[config.mk]
export PLATFORM = sky130hd
export DESIGN_NAME = jogo_playseq
export DESIGN_NICKNAME = d
export VERILOG_FILES = /design/src/rtl/jogo_playseq_pkg.sv /design/src/rtl/jogo_playseq_hexa7seg.sv /design/src/rtl/jogo_playseq.sv
export SDC_FILE = /design/constraint.sdc
export NUM_CORES = 1
export LEC_CHECK = 0
export CAP_MARGIN = 20
export CORE_ASPECT_RATIO = 0.9
export CORE_MARGIN = 4
export CORE_UTILIZATION = 60
export DETAILED_ROUTE_END_ITERATION = 6
export DONT_BUFFER_PORTS = 1
export GPL_TIMING_DRIVEN = 0
export PLACE_DENSITY = 0.76
export SLEW_MARGIN = 25
export SYNTH_ARGS = -nofsm -noshare
export SYNTH_HDL_FRONTEND = slang
export SYNTH_SLANG_ARGS = --single-unit
[constraint.sdc]
create_clock -name clock -period 5.4 [get_ports clock]
set_input_delay 0 -clock clock [delete_from_list [all_inputs] [get_ports clock]]
set_output_delay 0 -clock clock [all_outputs]
set_load 0.02 [all_outputs]
[src/rtl/jogo_playseq_pkg.sv]
// jogo_playseq_pkg: state codes, durations and ROM sequence banks for the memory game
package jogo_playseq_pkg;
  typedef enum logic [3:0] {
    INICIAL        = 4'h0,
    PREPARA        = 4'h1,
    GRAVA_ESPERA   = 4'h2,
    GRAVA          = 4'h3,
    MOSTRA_LIGA    = 4'h4,
    MOSTRA_DESLIGA = 4'h5,
    ESPERA         = 4'h6,
    COMPARA        = 4'h7,
    PROXIMA_RODADA = 4'h8,
    GANHOU         = 4'hC,
    PERDEU         = 4'hD,
    ESGOTOU        = 4'hE
  } state_t;
  localparam int HALF_MS = 500;
  localparam int TO0_MS  = 2000;
  localparam int TO1_MS  = 3000;
  localparam int TO2_MS  = 5000;
  localparam int TO3_MS  = 10000;
  // Banks 0..2, address 0 in the least significant nibble
  localparam logic [2:0][63:0] ROM = {
    64'h4281_1824_2148_8412,
    64'h8421_1122_4488_2211,
    64'h1248_8421_2481_4218
  };
  function automatic int ms_to_cycles(input int hz, input int ms);
    return hz * ms / 1000;
  endfunction
  function automatic logic [3:0] rom_word(input logic [1:0] bank, input logic [3:0] addr);
    return ROM[bank][{addr, 2'b00} +: 4];
  endfunction
endpackage

[src/rtl/jogo_playseq_hexa7seg.sv]
// hexa7seg: hex digit to active-high gfedcba segment pattern
module hexa7seg (
  input  logic [3:0] hexa_i,
  output logic [6:0] seg_o
);
  localparam logic [15:0][6:0] SEG = {
    7'h71, 7'h79, 7'h5E, 7'h39, 7'h7C, 7'h77, 7'h6F, 7'h7F,
    7'h07, 7'h7D, 7'h6D, 7'h66, 7'h4F, 7'h5B, 7'h06, 7'h3F
  };
  assign seg_o = SEG[hexa_i];
endmodule

[src/rtl/jogo_playseq.sv]
// jogo_playseq: Genius-style memory game with four sequence banks, recordable bank 3,
// round replay, timed player entry and board debug outputs.
module jogo_playseq
  import jogo_playseq_pkg::*;
#(
  parameter int CLK_HZ = 1000
) (
  input  logic       clock,
  input  logic       reset,
  input  logic       jogar,
  input  logic [3:0] botoes,
  input  logic [1:0] nivel,
  input  logic [1:0] memoria,
  input  logic [1:0] timeoutD,
  input  logic       quer_escrever,
  output logic       ganhou,
  output logic       perdeu,
  output logic       timeout,
  output logic       pronto,
  output logic [3:0] leds,
  output logic       db_clock,
  output logic       db_tem_jogada,
  output logic       db_chavesIgualMemoria,
  output logic       db_enderecoIgualSequencia,
  output logic       db_fimS,
  output logic [6:0] db_contagem,
  output logic [6:0] db_memoria,
  output logic [6:0] db_jogadafeita,
  output logic [6:0] db_sequencia,
  output logic [6:0] db_estado,
  output logic       db_seletor_memoria,
  output logic       db_pare,
  output logic [1:0] db_contagem_jogo,
  output logic [6:0] vitorias,
  output logic [6:0] derrotas
);
  localparam logic [31:0] HALF_LIM = 32'(ms_to_cycles(CLK_HZ, HALF_MS) - 1);
  localparam logic [31:0] TO0_LIM  = 32'(ms_to_cycles(CLK_HZ, TO0_MS) - 1);
  localparam logic [31:0] TO1_LIM  = 32'(ms_to_cycles(CLK_HZ, TO1_MS) - 1);
  localparam logic [31:0] TO2_LIM  = 32'(ms_to_cycles(CLK_HZ, TO2_MS) - 1);
  localparam logic [31:0] TO3_LIM  = 32'(ms_to_cycles(CLK_HZ, TO3_MS) - 1);
  state_t      state_q, state_d;
  logic [3:0]  addr_q, addr_d;
  logic [4:0]  s_q, s_d;
  logic [1:0]  cnt_q, cnt_d;
  logic [31:0] timer_q, timer_d;
  logic [1:0]  nivel_q, mem_sel_q;
  logic [3:0]  prev_q, jogada_q, vit_q, der_q;
  logic [3:0]  ram_q [16];
  logic [3:0]  mem_data, seq_disp;
  logic [4:0]  s_sum, s_sat;
  logic [31:0] to_lim;
  logic        tem_jogada, start, wr_en, win_ev, loss_ev, echo, addr_eq_seq;
  assign tem_jogada  = (botoes != 4'd0) && (prev_q == 4'd0);
  assign mem_data    = (mem_sel_q == 2'd3) ? ram_q[addr_q] : rom_word(mem_sel_q, addr_q);
  assign addr_eq_seq = {1'b0, addr_q} == (s_q - 5'd1);
  assign s_sum       = s_q + {3'b000, nivel_q} + 5'd1;
  assign s_sat       = (s_sum > 5'd16) ? 5'd16 : s_sum;
  assign to_lim      = (timeoutD == 2'd0) ? TO0_LIM : (timeoutD == 2'd1) ? TO1_LIM :
                       (timeoutD == 2'd2) ? TO2_LIM : TO3_LIM;
  assign win_ev      = (state_d == GANHOU) && (state_q != GANHOU);
  assign loss_ev     = (state_d == PERDEU || state_d == ESGOTOU) && (state_d != state_q);
  always_comb begin
    state_d = state_q;
    addr_d  = addr_q;
    s_d     = s_q;
    cnt_d   = cnt_q;
    timer_d = timer_q;
    start   = 1'b0;
    wr_en   = 1'b0;
    case (state_q)
      INICIAL, GANHOU, PERDEU, ESGOTOU: begin
        start   = jogar;
        state_d = jogar ? PREPARA : state_q;
      end
      PREPARA: begin
        addr_d  = 4'd0;
        s_d     = 5'd0;
        cnt_d   = 2'd0;
        timer_d = 32'd0;
        state_d = quer_escrever ? GRAVA_ESPERA : ESPERA;
      end
      GRAVA_ESPERA: state_d = tem_jogada ? GRAVA : GRAVA_ESPERA;
      GRAVA: begin
        wr_en   = 1'b1;
        addr_d  = addr_q + 4'd1;
        state_d = (addr_q == 4'hF) ? ESPERA : GRAVA_ESPERA;
      end
      MOSTRA_LIGA: begin
        timer_d = (timer_q == HALF_LIM) ? 32'd0 : timer_q + 32'd1;
        state_d = (timer_q == HALF_LIM) ? MOSTRA_DESLIGA : MOSTRA_LIGA;
      end
      MOSTRA_DESLIGA: begin
        timer_d = (timer_q == HALF_LIM) ? 32'd0 : timer_q + 32'd1;
        if (timer_q == HALF_LIM) begin
          addr_d  = addr_eq_seq ? addr_q : addr_q + 4'd1;
          state_d = addr_eq_seq ? ESPERA : MOSTRA_LIGA;
        end
      end
      ESPERA: begin
        // A play in the expiry cycle takes priority over the timeout
        addr_d  = s_q[3:0] + {2'b00, cnt_q};
        timer_d = (tem_jogada || timer_q == to_lim) ? 32'd0 : timer_q + 32'd1;
        state_d = tem_jogada ? COMPARA : (timer_q == to_lim) ? ESGOTOU : ESPERA;
      end
      COMPARA: begin
        timer_d = 32'd0;
        cnt_d   = cnt_q + 2'd1;
        state_d = (jogada_q != mem_data) ? PERDEU :
                  (cnt_q == nivel_q || addr_q == 4'hF) ? PROXIMA_RODADA : ESPERA;
      end
      PROXIMA_RODADA: begin
        s_d     = s_sat;
        cnt_d   = 2'd0;
        addr_d  = 4'd0;
        timer_d = 32'd0;
        state_d = (s_sat == 5'd16) ? GANHOU : MOSTRA_LIGA;
      end
      default: state_d = INICIAL;
    endcase
  end
  always_ff @(posedge clock or negedge reset) begin
    if (!reset) begin
      state_q   <= INICIAL;
      addr_q    <= '0;
      s_q       <= '0;
      cnt_q     <= '0;
      timer_q   <= '0;
      nivel_q   <= '0;
      mem_sel_q <= '0;
      prev_q    <= '0;
      jogada_q  <= '0;
      vit_q     <= '0;
      der_q     <= '0;
      for (int i = 0; i < 16; i++) ram_q[i] <= '0;
    end else begin
      state_q <= state_d;
      addr_q  <= addr_d;
      s_q     <= s_d;
      cnt_q   <= cnt_d;
      timer_q <= timer_d;
      prev_q  <= botoes;
      if (tem_jogada) jogada_q <= botoes;
      if (start) begin
        nivel_q   <= nivel;
        mem_sel_q <= memoria;
      end
      if (wr_en) ram_q[addr_q] <= jogada_q;
      if (win_ev && vit_q != 4'hF) vit_q <= vit_q + 4'd1;
      if (loss_ev && der_q != 4'hF) der_q <= der_q + 4'd1;
    end
  end
  assign echo     = (state_q == GRAVA_ESPERA) || (state_q == GRAVA) ||
                    (state_q == ESPERA) || (state_q == COMPARA);
  assign leds     = (state_q == MOSTRA_LIGA) ? mem_data : echo ? botoes : 4'd0;
  assign ganhou   = state_q == GANHOU;
  assign perdeu   = state_q == PERDEU;
  assign timeout  = state_q == ESGOTOU;
  assign pronto   = ganhou || perdeu || timeout;
  assign seq_disp = (s_q == 5'd0) ? 4'd0 : 4'(s_q - 5'd1);
  assign db_clock                  = clock;
  assign db_tem_jogada             = tem_jogada;
  assign db_chavesIgualMemoria     = botoes == mem_data;
  assign db_enderecoIgualSequencia = addr_eq_seq;
  assign db_fimS                   = s_q == 5'd16;
  assign db_seletor_memoria        = mem_sel_q == 2'd3;
  assign db_pare                   = state_q == PROXIMA_RODADA;
  assign db_contagem_jogo          = cnt_q;
  hexa7seg u_hex_addr (.hexa_i(addr_q),   .seg_o(db_contagem));
  hexa7seg u_hex_mem  (.hexa_i(mem_data), .seg_o(db_memoria));
  hexa7seg u_hex_jog  (.hexa_i(jogada_q), .seg_o(db_jogadafeita));
  hexa7seg u_hex_seq  (.hexa_i(seq_disp), .seg_o(db_sequencia));
  hexa7seg u_hex_est  (.hexa_i(state_q),  .seg_o(db_estado));
  hexa7seg u_hex_vit  (.hexa_i(vit_q),    .seg_o(vitorias));
  hexa7seg u_hex_der  (.hexa_i(der_q),    .seg_o(derrotas));
endmodule

== Word-level counts from Yosys, hierarchy flattened ==
Memory sizes are Yosys's and may differ from the RTL's.
Cells that the tools add are included.
Operators by class
  $add $sub $neg: 9
  order comparisons: 11
  equal/unequal tests: 32
  shift operators: 1
  multiplexer cells: 46
  bitwise gates (word level): 1
  reductions and logical operators: 28
Operators by type and width (count)
  $bmux W64 S2: 1
  $pmux W32 S3: 1
  $bwmux W64: 1
  $mux W32: 2
  $mux W4: 16
  $mux W64: 1
  $shiftx A64 B7 Y4: 1
  $mux W7: 7
  $mux W14: 3
  $pmux W4 S9: 1
  $lt A4 B5 Y1 const B: 7
  $add A32 B1 Y32 const B: 1
  $eq A32 B14 Y1: 1
  $eq A32 B9 Y1 const B: 1
  $eq A4 B4 Y1 const B: 8
  $bmux W4 S4: 1
  $demux W4 S4: 1
  $eq A4 B3 Y1 const B: 4
  $pmux W4 S4: 1
  $add A4 B1 Y4 const B: 3
  $ne A4 B4 Y1 const B: 3
  $eq A5 B5 Y1 const B: 2
  $pmux W5 S2: 1
  $eq A4 B2 Y1 const B: 2
  other kinds (35): 58
Storage, ports and cells
  register bits: 131
  memory bits (read-only): 784
  input bits: 14
  output and inout port bits: 66
  logic and storage cells: 162
  memories: 7
Memory list
  (name not given): depth 16, width 7, read ports 1, clocked after memory_dff 0, write ports 0, line jogo_playseq_hexa7seg.sv:10  | assign seg_o = SEG[hexa_i];
  (name not given): depth 16, width 7, read ports 1, clocked after memory_dff 0, write ports 0, line jogo_playseq_hexa7seg.sv:10
  (name not given): depth 16, width 7, read ports 1, clocked after memory_dff 0, write ports 0, line jogo_playseq_hexa7seg.sv:10
  (name not given): depth 16, width 7, read ports 1, clocked after memory_dff 0, write ports 0, line jogo_playseq_hexa7seg.sv:10
  (name not given): depth 16, width 7, read ports 1, clocked after memory_dff 0, write ports 0, line jogo_playseq_hexa7seg.sv:10
  (name not given): depth 16, width 7, read ports 1, clocked after memory_dff 0, write ports 0, line jogo_playseq_hexa7seg.sv:10
  +1 memories

== Longest topological paths before layout ==
  depth in word-level cells: 12
  mapped depth: 13
  depth with buffers taken out: 13

== Cells and area by module ==
A second synthesis with hierarchy kept.
Second synthesis, totals
  cells, all modules: 989
  area total of the unflattened synthesis: 9820.7 µm²
Modules (own cells, without submodules)
  jogo_playseq: times used 1, cells an instance 758, area each 7792.5 µm², seq. area each 3278.1 µm²
  hexa7seg at u_hex_der ...: times used 5, cells an instance 33, area each 287.8 µm², seq. area each 0.0 µm²
  hexa7seg at u_hex_addr: times used 1, cells an instance 33, area each 295.3 µm², seq. area each 0.0 µm²
  hexa7seg at u_hex_est: times used 1, cells an instance 33, area each 294.0 µm², seq. area each 0.0 µm²

==> impl_metrics.toml <==
[run_status]
outcome = "finished, final reports clean"

[sta]
setup_viol_count_final = 0
timing.setup.tns_ns = 0
slew_at_the_pin_closest_to_its_max_slew_limit_ns = 1.029
rsz0062_at_grt = "no"
slew_headroom = 0.3077
finalMaxSlewViolations = 0
period_share = 0.7994
finClkSkew_ns = 0.008466
max_clock_freq_mhz = 231.6
post-route-min-period_ns = 4.317
timing_hold_violations_final = 0

[die]
die_w_um = 138.9
floorplan.initialDensity = 0.6196
die-area_um2 = 17470
floorplan.die.height_um = 125.8
placement_rows = 42
num_io_pins = 80
core_region_area_um2 = 14920

[synthesis]
number_of_flip_flops_and_latches_in_the_synthesized_netlist = 131
synthesis.area_um2 = 9248
number_of_synthesized_flops_with_an_enable_pin = 0
ys.warnings.count = 0
top_flip_flop_cell_by_instance_count_after_synthesis = "sky130_fd_sc_hd__dfrtp_1"
synth-async-reset-ratio = 1.000
netlist_instances = 1027
synth.lib_cells_used.distinct = 81
synth_sequential_area_ratio = 0.3545
synth_fp_nets = 1111
mean_area_per_synthesized_cell_um2 = 9.004

[pwr]
power-per-cell-area_nw_per_um2 = 589.5
peakVddDrop_mv = 0.7896
p_leak_nw = 4.661

[global_route]
grt_pass1_vias = 7608
overflow = 0
grt_antenna_before_repair = 0
grt_pass1_wl_mm = 38.93
groute.usage.overall = 0.2725
grt_max_degree = 132

[layout]
regArea_um2 = 3278
antenna_cells = 0
syn2layout_area_growth_pct = 12.03
multiInputGateArea_um2 = 5545
layout_common_cells = "sky130_fd_sc_hd__nand2_1, sky130_fd_sc_hd__dfrtp_1, sky130_fd_sc_hd__o21ai_0"
fill_cells = 1174
final_cell_count_no_fill = 1277
most_common_cell_after_layout_fill_and_taps_aside = "sky130_fd_sc_hd__nand2_1"
final_net_count = 1151
proportion_of_layout_cells_with_a_drive_suffix_above_1 = 0.1177

[worst_setup_path]
start_kind = "flip-flop"
critical_path_required_ns = 5.40
critical_path.cell_chain = "clkinv_1 -> a2111oi_0 -> nor4_1 -> a22oi_2 -> inv_1 -> ha_1 -> and2_1 -> o31ai_1"
crit_path_end_kind = "output port"
cp_slowest_cell = "sky130_fd_sc_hd__a2111oi_0"
critPathArrivalTime_ns = 4.32
critical_path_class = "reg -> out"
cp_max_fo = 11
worst_path_largest_cell_delay_ns = 0.64

[clocking]
post_cts_resize_count = 0
cts.reportedPaths.clkPinSlew_ns = 0.06
clk_latency_worst_skew_pair_ns = 0.53
tritoncts = "done"

[place]
detailed_place_hpwl_mm = 16.65
place.port_buffers = 0
dp_cells = 1227
finalWeightedCongestion = 0.9314

[detailed_routing]
route.detailed.drc = 0
final_antenna_net_count = 0
detail_route.vias_per_cell = 6.082
drt-pass1-iter-count = 7
detail_route.wl_per_cell_um = 18.34
drt_iter0_drc = 629
route.final.wire_length_mm = 23.43
num_vias = 7767

[worst_hold_path]
class_of_the_most_critical_hold_timing_path = "in -> async"

[flow_run]
drv.max_cap_violation_count = 0
final timing paths:
check | startpoint | end | slack [ns] | cells after the start
max reg2reg | addr_q[0]$_DFFE_PN0P_ | vit_q[3]$_DFFE_PN0P_ | 1.43 | 11
max | addr_q[0]$_DFFE_PN0P_ | db_memoria[5] | 1.08 | 8
max in group asynchronous | reset | ram_q[44]$_DFFE_PN0P_ | 4.78 | 2
min reg2reg | ram_q[60]$_DFFE_PN0P_ | ram_q[60]$_DFFE_PN0P_ | 0.47 | 2
min | reset | addr_q[2]$_DFFE_PN0P_ | 0.08 | 2
min in group clock | botoes[0] | prev_q[0]$_DFF_PN0_ | 0.12 | 1
what timing repair did:
| action | in CTS | in global routing |
|---|---|---|
| endpoints found under the hold margin | 147 | 0 |
| buffers inserted | 0 | 0 |
| hold buffers | 16 | 0 |
worst max-delay path, delay by kind of cell (launching register included):
| kind | cells | cell delay (ns) |
|---|---|---|
| buffers and inverters | 2 | 0.73 |
| adders and majority gates | 1 | 0.28 |
| AOI/OAI and AO/OA | 3 | 1.88 |
| and+or+nand+nor | 2 | 0.28 |
| DFF | 1 | 0.60 |
cells in the mapped netlist, drive strengths merged (17+ instances only):
cell,instances,area [µm²]
a21oi,30,153.9
and3,22,137.6
buf,19,113.9
clkbuf,37,138.9
dfrtp,131,3278
ha,68,850.8
inv,46,172.7
mux2,42,473.0
mux2i,36,372.9
nand2,148,558.0
nor2,76,285.3
nor2b,22,137.6
nor3,17,90.09
o21ai,101,505.5
xnor2,26,235.2
xor2,25,219.0
metal layers:
layer,wire (µm),GRT usage,vias up,part of all wire
met5,0,0,-,0
met4,420,0.09206,0,0.018
met3,1747,0.07657,40,0.075
met2,10460,0.4136,249,0.45
met1,10790,0.3794,3770,0.46
li1,-,-,3708,-
final cells by class:
cell class,count,area share
Inverter,49,0.01775
Tap cell,198,0.02391
Buffer,56,0.02440
Multi-Input combinational cell,791,0.5353
Timing Repair Buffer,18,0.01800
Clock inverter,14,0.01594
Clock buffer,20,0.04831
Sequential cell,131,0.3164
sequential cells by signal, summed over array words and instances, names as in the netlist:
register / cells
addr_q: 4
db_contagem_jogo: 2
der_q: 4
jogada_q: 4
mem_sel_q: 2
nivel_q: 2
prev_q: 4
ram_q: 64
s_q: 5
state_q: 4
timer_q: 32
vit_q: 4
logic make-up (layout without fill, tap and decap cells):
kind of cell / after synthesis / in the layout / share of synthesized area
AND/OR/NAND/NOR: 358 / 358 / 0.1829
XOR/XNOR: 51 / 51 / 0.04911
buffers and inverters: 105 / 157 / 0.04722
adder cells (fa/ha/maj): 70 / 70 / 0.09633
flip-flops: 131 / 131 / 0.3545
AO/OA/AOI/OAI: 226 / 226 / 0.1590
multiplexers: 86 / 86 / 0.1109
metrics by stage:
step	power [mW]	util	hold WS (ns)	setup WS [ns]	area, µm²
CTS	6.068	0.6937	0.08877	1.129	10350
global placement	4.653	0.6362	-0.2916	1.073	9495
detailed placement	4.717	0.6372	-0.2877	1.522	9509
finish	6.107	0.6942	0.07851	1.083	10360
global route	6.532	0.6942	0.1173	0.7941	10360
floorplan	4.006	-	-0.2956	2.011	9248
report_power, final:
group          leakage, nW  switching, mW  internal (mW)
registers             1.73          0.289           1.26
logic                 2.61           2.15           1.12
clock network        0.318          0.467          0.823
No activity file was read; power rests on OpenSTA's default activity.
